==> src/rtl/tohost_mailbox.sv <==
// tohost_mailbox: test-host responder (tohost flags, signature FIFO, cycle/instret).
// Ports: clk, cpurst_n; req_*/rsp_* bus handshake; inst_retire; sig_pop/sig_data/sig_empty;
// test_done, test_pass, exit_code. Optional watchdog: define TOHOST_TIMEOUT_EN.
module tohost_mailbox #(
  parameter int          ADDR_W    = 5,
  parameter int          SIG_DEPTH = 16,
  parameter logic [31:0] TIMEOUT   = 32'd50000
) (
  input  logic              clk,
  input  logic              cpurst_n,
  input  logic              req_valid,
  output logic              req_ready,
  input  logic              req_write,
  input  logic [ADDR_W-1:0] req_addr,
  input  logic [31:0]       req_wdata,
  input  logic [3:0]        req_wstrb,
  output logic              rsp_valid,
  input  logic              rsp_ready,
  output logic [31:0]       rsp_rdata,
  input  logic              inst_retire,
  input  logic              sig_pop,
  output logic [31:0]       sig_data,
  output logic              sig_empty,
  output logic              test_done,
  output logic              test_pass,
  output logic [30:0]       exit_code
);

  localparam int AW = ADDR_W - 2;
  localparam int PW = $clog2(SIG_DEPTH);
  localparam int CW = PW + 1;

  localparam logic [AW-1:0] OFF_TOHOST  = AW'(0);
  localparam logic [AW-1:0] OFF_SIGPUSH = AW'(1);
  localparam logic [AW-1:0] OFF_STATUS  = AW'(2);
  localparam logic [AW-1:0] OFF_CYCLE   = AW'(3);
  localparam logic [AW-1:0] OFF_INSTRET = AW'(4);

  logic          rsp_valid_q, rsp_valid_d;
  logic [31:0]   rsp_rdata_q, rsp_rdata_d;
  logic [31:0]   tohost_q, tohost_d;
  logic          done_q, done_d;
  logic          pass_q, pass_d;
  logic [30:0]   exit_q, exit_d;
  logic          overflow_q, overflow_d;
  logic [31:0]   cycle_q, cycle_d;
  logic [31:0]   instret_q, instret_d;
  logic [PW-1:0] wr_ptr_q, wr_ptr_d;
  logic [PW-1:0] rd_ptr_q, rd_ptr_d;
  logic [CW-1:0] count_q, count_d;
  logic [31:0]   mem_q [SIG_DEPTH];

  logic [AW-1:0] word;
  logic          unused_addr;
  logic          accept, wr;
  logic          sel_tohost, sel_sigpush, sel_status;
  logic          sel_cycle, sel_instret;
  logic          full, empty, push, pop, push_ok;
  logic          tohost_wr;
  logic          timeout_flag;
  logic [31:0]   wmask, status, rd_data;

  assign word        = req_addr[ADDR_W-1:2];
  assign unused_addr = ^req_addr[1:0];

  assign sel_tohost  = (word == OFF_TOHOST);
  assign sel_sigpush = (word == OFF_SIGPUSH);
  assign sel_status  = (word == OFF_STATUS);
  assign sel_cycle   = (word == OFF_CYCLE);
  assign sel_instret = (word == OFF_INSTRET);

  assign req_ready = ~rsp_valid_q | rsp_ready;
  assign accept    = req_valid & req_ready;
  assign wr        = accept & req_write;

  assign full  = (count_q == CW'(SIG_DEPTH));
  assign empty = (count_q == '0);
  assign push  = wr & sel_sigpush;
  assign pop   = sig_pop & ~empty;
  // A pop in the same cycle frees the slot the push needs.
  assign push_ok = push & (~full | pop);

  assign wmask = {{8{req_wstrb[3]}}, {8{req_wstrb[2]}},
                  {8{req_wstrb[1]}}, {8{req_wstrb[0]}}};

  assign tohost_wr = wr & sel_tohost & (req_wstrb == 4'hF)
                   & req_wdata[0] & ~done_q;

  assign status = {16'b0, 8'(count_q), 4'b0,
                   timeout_flag, overflow_q, pass_q, done_q};

  always_comb begin
    rd_data = '0;
    unique case (1'b1)
      sel_tohost:  rd_data = tohost_q;
      sel_status:  rd_data = status;
      sel_cycle:   rd_data = cycle_q;
      sel_instret: rd_data = instret_q;
      default:     rd_data = '0;
    endcase
  end

`ifdef TOHOST_TIMEOUT_EN
  logic timeout_q, timeout_d;
  logic timeout_hit;

  // The cycle counter runs exactly while !test_done, so it doubles as the watchdog.
  assign timeout_hit  = ~done_q & (cycle_q == TIMEOUT - 32'd1);
  assign timeout_flag = timeout_q;

  always_ff @(posedge clk or negedge cpurst_n) begin
    if (!cpurst_n) timeout_q <= 1'b0;
    else           timeout_q <= timeout_d;
  end
`else
  localparam logic [31:0] UNUSED_TIMEOUT = TIMEOUT;
  logic timeout_hit;

  assign timeout_hit  = 1'b0;
  assign timeout_flag = 1'b0;
`endif

  always_comb begin
    rsp_valid_d = accept | (rsp_valid_q & ~rsp_ready);
    rsp_rdata_d = rsp_rdata_q;
    if (accept) rsp_rdata_d = req_write ? '0 : rd_data;

    tohost_d = tohost_q;
    done_d   = done_q;
    pass_d   = pass_q;
    exit_d   = exit_q;
`ifdef TOHOST_TIMEOUT_EN
    timeout_d = timeout_q;
`endif
    if (tohost_wr) begin
      tohost_d = req_wdata;
      done_d   = 1'b1;
      pass_d   = (req_wdata == 32'd1);
      exit_d   = req_wdata[31:1];
    end else if (timeout_hit) begin
      done_d = 1'b1;
      pass_d = 1'b0;
      exit_d = 31'h7FFF_FFFF;
`ifdef TOHOST_TIMEOUT_EN
      timeout_d = 1'b1;
`endif
    end

    cycle_d   = done_q ? cycle_q : cycle_q + 32'd1;
    instret_d = instret_q + {31'b0, inst_retire & ~done_q};

    overflow_d = overflow_q | (push & full & ~pop);
    wr_ptr_d   = wr_ptr_q + PW'(push_ok);
    rd_ptr_d   = rd_ptr_q + PW'(pop);
    count_d    = count_q + CW'(push_ok) - CW'(pop);
  end

  always_ff @(posedge clk or negedge cpurst_n) begin
    if (!cpurst_n) begin
      rsp_valid_q <= 1'b0;
      rsp_rdata_q <= '0;
      tohost_q    <= '0;
      done_q      <= 1'b0;
      pass_q      <= 1'b0;
      exit_q      <= '0;
      overflow_q  <= 1'b0;
      cycle_q     <= '0;
      instret_q   <= '0;
      wr_ptr_q    <= '0;
      rd_ptr_q    <= '0;
      count_q     <= '0;
    end else begin
      rsp_valid_q <= rsp_valid_d;
      rsp_rdata_q <= rsp_rdata_d;
      tohost_q    <= tohost_d;
      done_q      <= done_d;
      pass_q      <= pass_d;
      exit_q      <= exit_d;
      overflow_q  <= overflow_d;
      cycle_q     <= cycle_d;
      instret_q   <= instret_d;
      wr_ptr_q    <= wr_ptr_d;
      rd_ptr_q    <= rd_ptr_d;
      count_q     <= count_d;
    end
  end

  // Storage needs no reset: sig_data is masked while empty.
  always_ff @(posedge clk) begin
    if (push_ok) mem_q[wr_ptr_q] <= req_wdata & wmask;
  end

  assign rsp_valid = rsp_valid_q;
  assign rsp_rdata = rsp_rdata_q;
  assign sig_empty = empty;
  assign sig_data  = empty ? '0 : mem_q[rd_ptr_q];
  assign test_done = done_q;
  assign test_pass = pass_q;
  assign exit_code = exit_q;

endmodule

==> config.mk <==
export PLATFORM = sky130hd
export DESIGN_NAME = tohost_mailbox
export DESIGN_NICKNAME = d
export VERILOG_FILES = /design/src/rtl/tohost_mailbox.sv
export SDC_FILE = /design/constraint.sdc
export NUM_CORES = 1
export LEC_CHECK = 0
export ABC_CLOCK_PERIOD_IN_PS = 3500
export CAP_MARGIN = 20
export CORE_MARGIN = 3
export CORE_UTILIZATION = 54
export CTS_CLUSTER_SIZE = 10
export DETAILED_ROUTE_END_ITERATION = 10
export PLACE_DENSITY = 0.73
export SLEW_MARGIN = 20
export SYNTH_ARGS = -nofsm -noshare
export SYNTH_HDL_FRONTEND = slang
export SYNTH_SLANG_ARGS = --single-unit
==> constraint.sdc <==
create_clock -name clk -period 3.5 [get_ports clk]
set_input_delay 1.05 -clock clk [delete_from_list [all_inputs] [get_ports clk]]
set_output_delay 1.05 -clock clk [all_outputs]
set_load 0.05 [all_outputs]
==> results of run 1 <==
registers in the layout (all words and copies together) (netlist names):
signal      count
test_pass       1
cycle_q        32
mem_q         512
rd_ptr_q        4
overflow_q      1
tohost_q       32
wr_ptr_q        4
rsp_rdata      32
count_q         5
test_done       1
instret_q      32
rsp_valid       1
routing by layer:
layer | track usage | up-vias | wire length, um
li1 | - | 6384 | -
met1 | 0.348 | 7986 | 26400
met2 | 0.447 | 762 | 35600
met3 | 0.0502 | 125 | 5930
met4 | 0.0969 | 4 | 2090
met5 | 0 | - | 18
layout by cell type (no fill, tap or decap), types with 7 or more instances in the layout:
master	synthesis	final
xnor2_1	54	54
a22o_1	7	7
and3_1	11	11
a2bb2oi_1	25	25
nand2b_4	0	13
nand2_1	48	48
nand2b_1	29	15
mux4_2	127	127
a22oi_1	32	32
buf_16	0	11
inv_1	11	9
o21ai_1	21	12
mux2_2	40	40
o21ai_0	36	27
clkbuf_1	25	22
nor2_1	38	19
buf_12	3	67
clkbuf_16	0	83
ha_1	13	12
mux2i_1	31	19
buf_6	8	19
o21ai_2	0	17
nor4_1	12	12
buf_4	40	65
and2_1	36	36
nor2_4	1	15
dfrtp_1	145	142
xor2_1	15	15
clkdlybuf4s50_1	0	110
edfxtp_1	512	512
nand4_1	33	33
nand3_1	23	23
o211ai_1	21	21
kinds of logic (layout without fill, tap and decap cells):
group,Yosys count,after routing,synth area share
adders and majority gates,14,14,0.00681
and+or+nand+nor,269,269,0.0570
muxes,199,199,0.136
buffers and inverters,117,399,0.0272
other,0,1,0
xor gates and xnor gates,69,69,0.0225
DFF,657,657,0.708
AOI/OAI and AO/OA,165,165,0.0419
worst paths after layout:
kind,end
hold / removal,rsp_rdata[21]
setup / recovery,sig_data[3]
hold reg to reg,tohost_q[0]
setup reg to reg,count_q[4]
min in group clk,tohost_q[0]
max in group asynchronous,instret_q[2]
synth_stat cells, types with 4 or more instances:
| library cell | count | area share |
|---|---|---|
| dfrtp_1 | 145 | 0.14 |
| nor3_1 | 9 | 0.0017 |
| buf_2 | 26 | 0.0049 |
| clkbuf_1 | 25 | 0.0035 |
| o22ai_1 | 11 | 0.0026 |
| o211ai_1 | 21 | 0.0059 |
| mux4_2 | 127 | 0.11 |
| a22oi_1 | 32 | 0.0090 |
| and2_1 | 36 | 0.0084 |
| mux2_2 | 40 | 0.017 |
| and3_1 | 11 | 0.0026 |
| o21ai_1 | 21 | 0.0039 |
| o21ai_0 | 36 | 0.0067 |
| buf_4 | 40 | 0.011 |
| nand2b_1 | 29 | 0.0068 |
| nor2b_1 | 4 | 0.00093 |
| a22o_1 | 7 | 0.0023 |
| inv_1 | 11 | 0.0015 |
| nand4_1 | 33 | 0.0077 |
| nor2_1 | 38 | 0.0053 |
| edfxtp_1 | 512 | 0.57 |
| buf_6 | 8 | 0.0034 |
| xor2_1 | 15 | 0.0049 |
| o2bb2ai_1 | 6 | 0.0020 |
| nand4b_1 | 5 | 0.0016 |
| mux2i_1 | 31 | 0.012 |
| and4_1 | 4 | 0.0013 |
| nand2_1 | 48 | 0.0067 |
| nand3_1 | 23 | 0.0043 |
| nor4_1 | 12 | 0.0028 |
| xnor2_1 | 54 | 0.018 |
| a2bb2oi_1 | 25 | 0.0082 |
| ha_1 | 13 | 0.0061 |
worst register-to-register path: cells and delay by family (launching register included):
family	cells	cell delay, ns
compound gates	2	0.23
xor+xnor	1	0.13
fa+ha+maj	4	0.96
buf+inv	7	0.67
flops	1	0.37
simple gates	2	0.31
where the power goes:
part | switching, W | total [W] | internal, W | leakage, nW
clock network | 0.00293 | 0.00696 | 0.00403 | 1.02
registers | 0.000253 | 0.00888 | 0.00863 | 6.64
logic | 0.00518 | 0.0102 | 0.00499 | 4.10
timing repair:
item,in CTS,in global routing
setup endpoints to repair,33,32
hold buffers,0,0
resized for setup,82,42
setup buffers,27,20
cloned,9,6
pin swaps,4,6
layout make-up:
class,instances,area [um^2]
clock buffer,100,2030
tap,664,831
timing repair buffer,281,3630
sequential,657,19000
inverter,12,45.0
multi-input combinational,716,7630
fill,3140,15800
antenna,1,2.50
clock inverter,6,70.1
per-stage QoR:
step                      total power (W)   util
final                              0.0260  0.678
after global routing               0.0269  0.678
after CTS                          0.0253  0.668
after detailed placement           0.0168  0.606
after global placement             0.0167  0.606
after floorplan                    0.0139      -
==> flow_metrics.py, run 1 <==
metrics = {
    "timing": {
        "clock_skew_ns": 0.0212,
        "rsz0062_at_grt": "yes",
        "whs_ns": 0.408,
        "finalCritPeriodShare": 1.04,
        "hold_viol_final": 0,
        "worst_pin_slew_ns": 0.854,
        "setup_ws_ns": -0.146,
        "timing.fmax_mhz": 274,
        "period_minus_slack_ns": 3.65,
        "relSlewSlack": 0.426,
        "finalSetupTns_ns": -1.61,
        "drv_slew": 0,
        "setup_violations": 28,
    },
    "synthesis": {
        "synth_enable_flop_cells": 512,
        "yosysWarnings": 0,
        "async_flop_share": 0.221,
        "synth_ff_type": "edfxtp_1",
        "synth-seq-cells": 657,
        "syn_nets": 1552,
        "ys_types": 55,
        "synthCells": 1490,
        "ys_seq_area_frac": 0.708,
        "avgSynthCellArea_um2": 18.0,
        "synth_area_um2": 26800,
    },
    "status": {
        "violations": "setup timing",
        "outcome": "finished, violations left",
    },
    "route": {
        "wl_per_cell_um": 28.8,
        "dr.pass1.iters": 5,
        "wl_um": 70100,
        "vias_per_cell": 6.26,
        "vias": 15300,
        "drc": 0,
        "detail-route-antenna-nets": 0,
        "dr.first_iter.drc_count": 1501,
    },
    "finish": {
        "nNetsFinal": 1806,
        "area_growth_pct": 24.0,
        "drive_above_1_share": 0.291,
        "fin_cells": 2437,
        "final_area_um2": 33300,
    },
    "placed_design": {
        "dpl.hpwl_um": 39800,
        "gp_congestion": 0.857,
        "dpl_cell_area_um2": 29700,
        "port-buffer-count": 145,
        "dp.cells": 2268,
        "dp_slack_ns": -0.145,
    },
    "clock_tree": {
        "cts.root.buffer_cell": "clkbuf_16",
        "worst_skew_pair.late_latency_ns": 0.60,
        "clk_pin_slew_ns": 0.05,
        "cts_tree": "built",
        "htree_levels": 3,
        "cts_buffers": 76,
        "cts_buffer_depth": 3,
        "clock-sinks": 657,
    },
    "global_routing": {
        "antenna_found_initial": 4,
        "grt_pass1_vias": 16000,
        "grt_max_degree": 57,
        "grt_pass1_wl_um": 102000,
        "grt-ovfl-total": 0,
        "grtUsageTotal": 0.265,
    },
    "die": {
        "die_h_um": 229,
        "die-area_um2": 52400,
        "core_area_um2": 49100,
        "rows": 81,
        "die_x_um": 229,
        "num_io_pins": 148,
        "start_util": 0.547,
    },
    "critical_path": {
        "crit_cells": 8,
        "critPathLaunchType": "register",
        "rrSetupSlack_ns": 0.77,
        "cp_slowest_cell": "dfrtp_4",
        "cp_max_fo": 8,
        "cp_top_family": "buffers and inverters",
        "path_class": "reg2out",
        "reg2reg_from": "count_q[2]",
        "crit_top_cell": "buf_12",
        "critPathArrivalTime_ns": 2.60,
        "cp.required_ns": 2.45,
        "crit_start": "rd_ptr_q[0]",
        "crit_chain": "buf_12 > buf_4 > buf_12 > mux4_2 > nand2b_4 > o211ai_1 > o21ai_2 > buf_12",
        "end_kind": "primary output",
        "path_buf_inv": 4,
        "ff2ff_path_depth": 16,
        "crit_path_max_incr_delay_ns": 0.48,
    },
    "job": {
        "cap_violations": 0,
    },
    "worst_hold_path": {
        "hp-class": "in2async",
    },
    "power_and_ir_drop": {
        "power.leakage_nw": 11.8,
        "power.density_nw_per_um2": 782,
        "ir_drop_mv": 0.561,
    },
}
Note: power is estimated with default switching activity, not from simulation.
==> run 2, diff against run 1 <==
REMOVE_ABC_BUFFERS = 1   (was default)
==> run 2 against run 1 <==
Net effect:
- the flow still finishes with violations (setup timing)
- sequential cell count is the same
- non-clock buffer count is 13 higher
- die area unchanged
- clock power about the same
- sequential power is 0.8% higher
- critical path type unchanged
- worst setup slack better by 0.057 ns
- power hardly changed
- utilization rose by 0.23 points
==> flow_metrics.py, run 2 (synthesis gave the netlist of run 1 again) <==
metrics = {
    "finish": {
        "fin_util": 0.680,
        "n_antenna_cell": 0,
        "layout_common_cells": "edfxtp_1 (512), dfrtp_1 (141), mux4_2 (128), clkdlybuf4s50_1 (110), clkbuf_16 (82)",
        "final_common_cell": "edfxtp_1",
        "largest_reg_flops": 512,
        "area_growth_pct": 24.4,
        "nNetsFinal": 1819,
        "fin_cells": 2449,
        "nFillCells": 3102,
        "largest_register": "mem_q",
        "drive_above_1_share": 0.296,
    },
    "worst_hold_path": {
        "hp-class": "reg2reg",
    },
    "die": {
        "num_io_pins": 148,
        "core_area_um2": 49100,
        "rows": 81,
        "die_h_um": 229,
        "die-area_um2": 52400,
        "die_x_um": 229,
        "start_util": 0.547,
    },
    "route": {
        "dr.first_iter.drc_count": 1591,
        "detail-route-antenna-nets": 0,
        "vias": 15200,
        "wl_um": 68900,
        "drc": 0,
        "dr.pass1.iters": 8,
        "vias_per_cell": 6.21,
        "wl_per_cell_um": 28.1,
    },
    "job": {
        "cap_violations": 0,
    },
    "clock_tree": {
        "clk_pin_slew_ns": 0.06,
        "cts_buffer_depth": 3,
        "clock-sinks": 657,
        "cts_buffers": 76,
        "worst_skew_pair.late_latency_ns": 0.60,
        "cts.root.buffer_cell": "clkbuf_16",
        "cts_tree": "built",
        "htree_levels": 3,
    },
    "global_routing": {
        "antenna_found_initial": 6,
        "grt_pass1_vias": 16100,
        "grt-ovfl-total": 0,
        "grtUsageTotal": 0.265,
        "grt_max_degree": 82,
        "grt_pass1_wl_um": 103000,
    },
    "placed_design": {
        "port-buffer-count": 145,
        "dp.cells": 2278,
        "dpl.hpwl_um": 39900,
        "dp_slack_ns": -0.181,
        "gp_congestion": 0.834,
    },
    "critical_path": {
        "critPathArrivalTime_ns": 2.54,
        "critPathLaunchType": "register",
        "path_class": "reg2out",
        "cp_slowest_cell": "dfrtp_4",
        "crit_path_max_incr_delay_ns": 0.57,
        "crit_top_cell": "buf_12",
        "cp_max_fo": 7,
        "end_kind": "primary output",
        "path_buf_inv": 3,
        "cp_top_family": "flip-flops",
        "cp.required_ns": 2.45,
        "crit_chain": "buf_12 > buf_12 > mux4_2 > nand2b_4 > o211ai_1 > o21ai_1 > buf_6",
    },
    "timing": {
        "timing.fmax_mhz": 279,
        "clock_skew_ns": 0.0208,
        "setup_ws_ns": -0.0896,
        "period_minus_slack_ns": 3.59,
        "rsz0062_at_grt": "yes",
        "finalSetupTns_ns": -1.21,
        "finalCritPeriodShare": 1.03,
        "setup_violations": 24,
        "worst_pin_slew_ns": 0.974,
        "hold_viol_final": 0,
        "drv_slew": 0,
        "relSlewSlack": 0.345,
    },
    "power_and_ir_drop": {
        "ir_drop_mv": 0.485,
        "p_total_w": 0.0260,
        "power.leakage_nw": 11.8,
        "power.density_nw_per_um2": 779,
    },
    "status": {
        "outcome": "finished, violations left",
        "violations": "setup timing",
    },
}
-- run 2: power by group --
part	internal, W	total, W	switching [W]
clock	0.00410	0.00697	0.00287
combinational	0.00496	0.0101	0.00514
sequential	0.00863	0.00895	0.000312
total	0.0177	0.0260	0.00832
-- run 2: final cells by class --
class / instances / area, um^2 / share of cell area
Clock inverter: 2 / 13.8 / 0.000412
Clock buffer: 104 / 2090 / 0.0626
Tap cell: 664 / 831 / 0.0249
Multi-Input combinational cell: 716 / 7610 / 0.228
Timing Repair Buffer: 294 / 3760 / 0.113
Sequential cell: 657 / 19000 / 0.570
Inverter: 12 / 52.6 / 0.00157
-- run 2: worst reg2reg max path, cell delays in order (launching register included) --
cell	delay [ns]
dfrtp_1	0.37
inv_2	0.07
ha_4	0.16
nor4b_4	0.13
buf_4	0.15
buf_4	0.13
buf_4	0.13
nor2b_1	0.18
ha_1	0.26
inv_1	0.06
ha_1	0.17
inv_1	0.06
fa_1	0.38
inv_1	0.07
a21oi_1	0.06
o21bai_1	0.15
xnor2_1	0.15
-- run 2: metal layers --
metal | vias up | track usage | part of all wire | routed length [um]
met5 | - | 0 | 0.00086 | 59
met2 | 686 | 0.442 | 0.51 | 34800
met4 | 8 | 0.0863 | 0.028 | 1920
met3 | 130 | 0.0461 | 0.072 | 4990
met1 | 7984 | 0.361 | 0.39 | 27100
li1 | 6410 | - | - | -
-- run 2: repair_timing --
action                                  4_1_cts  5_1_grt
gates resized for setup                      92       57
endpoints found under the setup margin       32       32
endpoints found under the hold margin         0        0
hold buffers                                  0        0
buffers inserted                             42       12
cloned                                       13        3
pin swaps                                    11       21
-- run 2: worst paths after layout --
check / start / endpoint / slack (ns) / depth (start not counted)
worst max-delay path: rd_ptr_q[0] / sig_data[27] / -0.09 / 7
worst min-delay path: cycle_q[31] / cycle_q[31] / 0.48 / 1
worst max register to register: count_q[2] / count_q[4] / 0.75 / 16
worst min register to register: cycle_q[31] / cycle_q[31] / 0.48 / 1
max in group asynchronous: cpurst_n / rsp_rdata[22] / 2.32 / 2
min in group asynchronous: cpurst_n / rsp_rdata[19] / 0.49 / 1
-- run 2: per-stage QoR --
step / hold slack, ns / area (um^2)
after floorplan: 0.435 / 26100
after global placement: 0.454 / 29800
after detailed placement: 0.462 / 29800
after CTS: 0.478 / 33000
after global routing: 0.501 / 33400
final: 0.480 / 33400
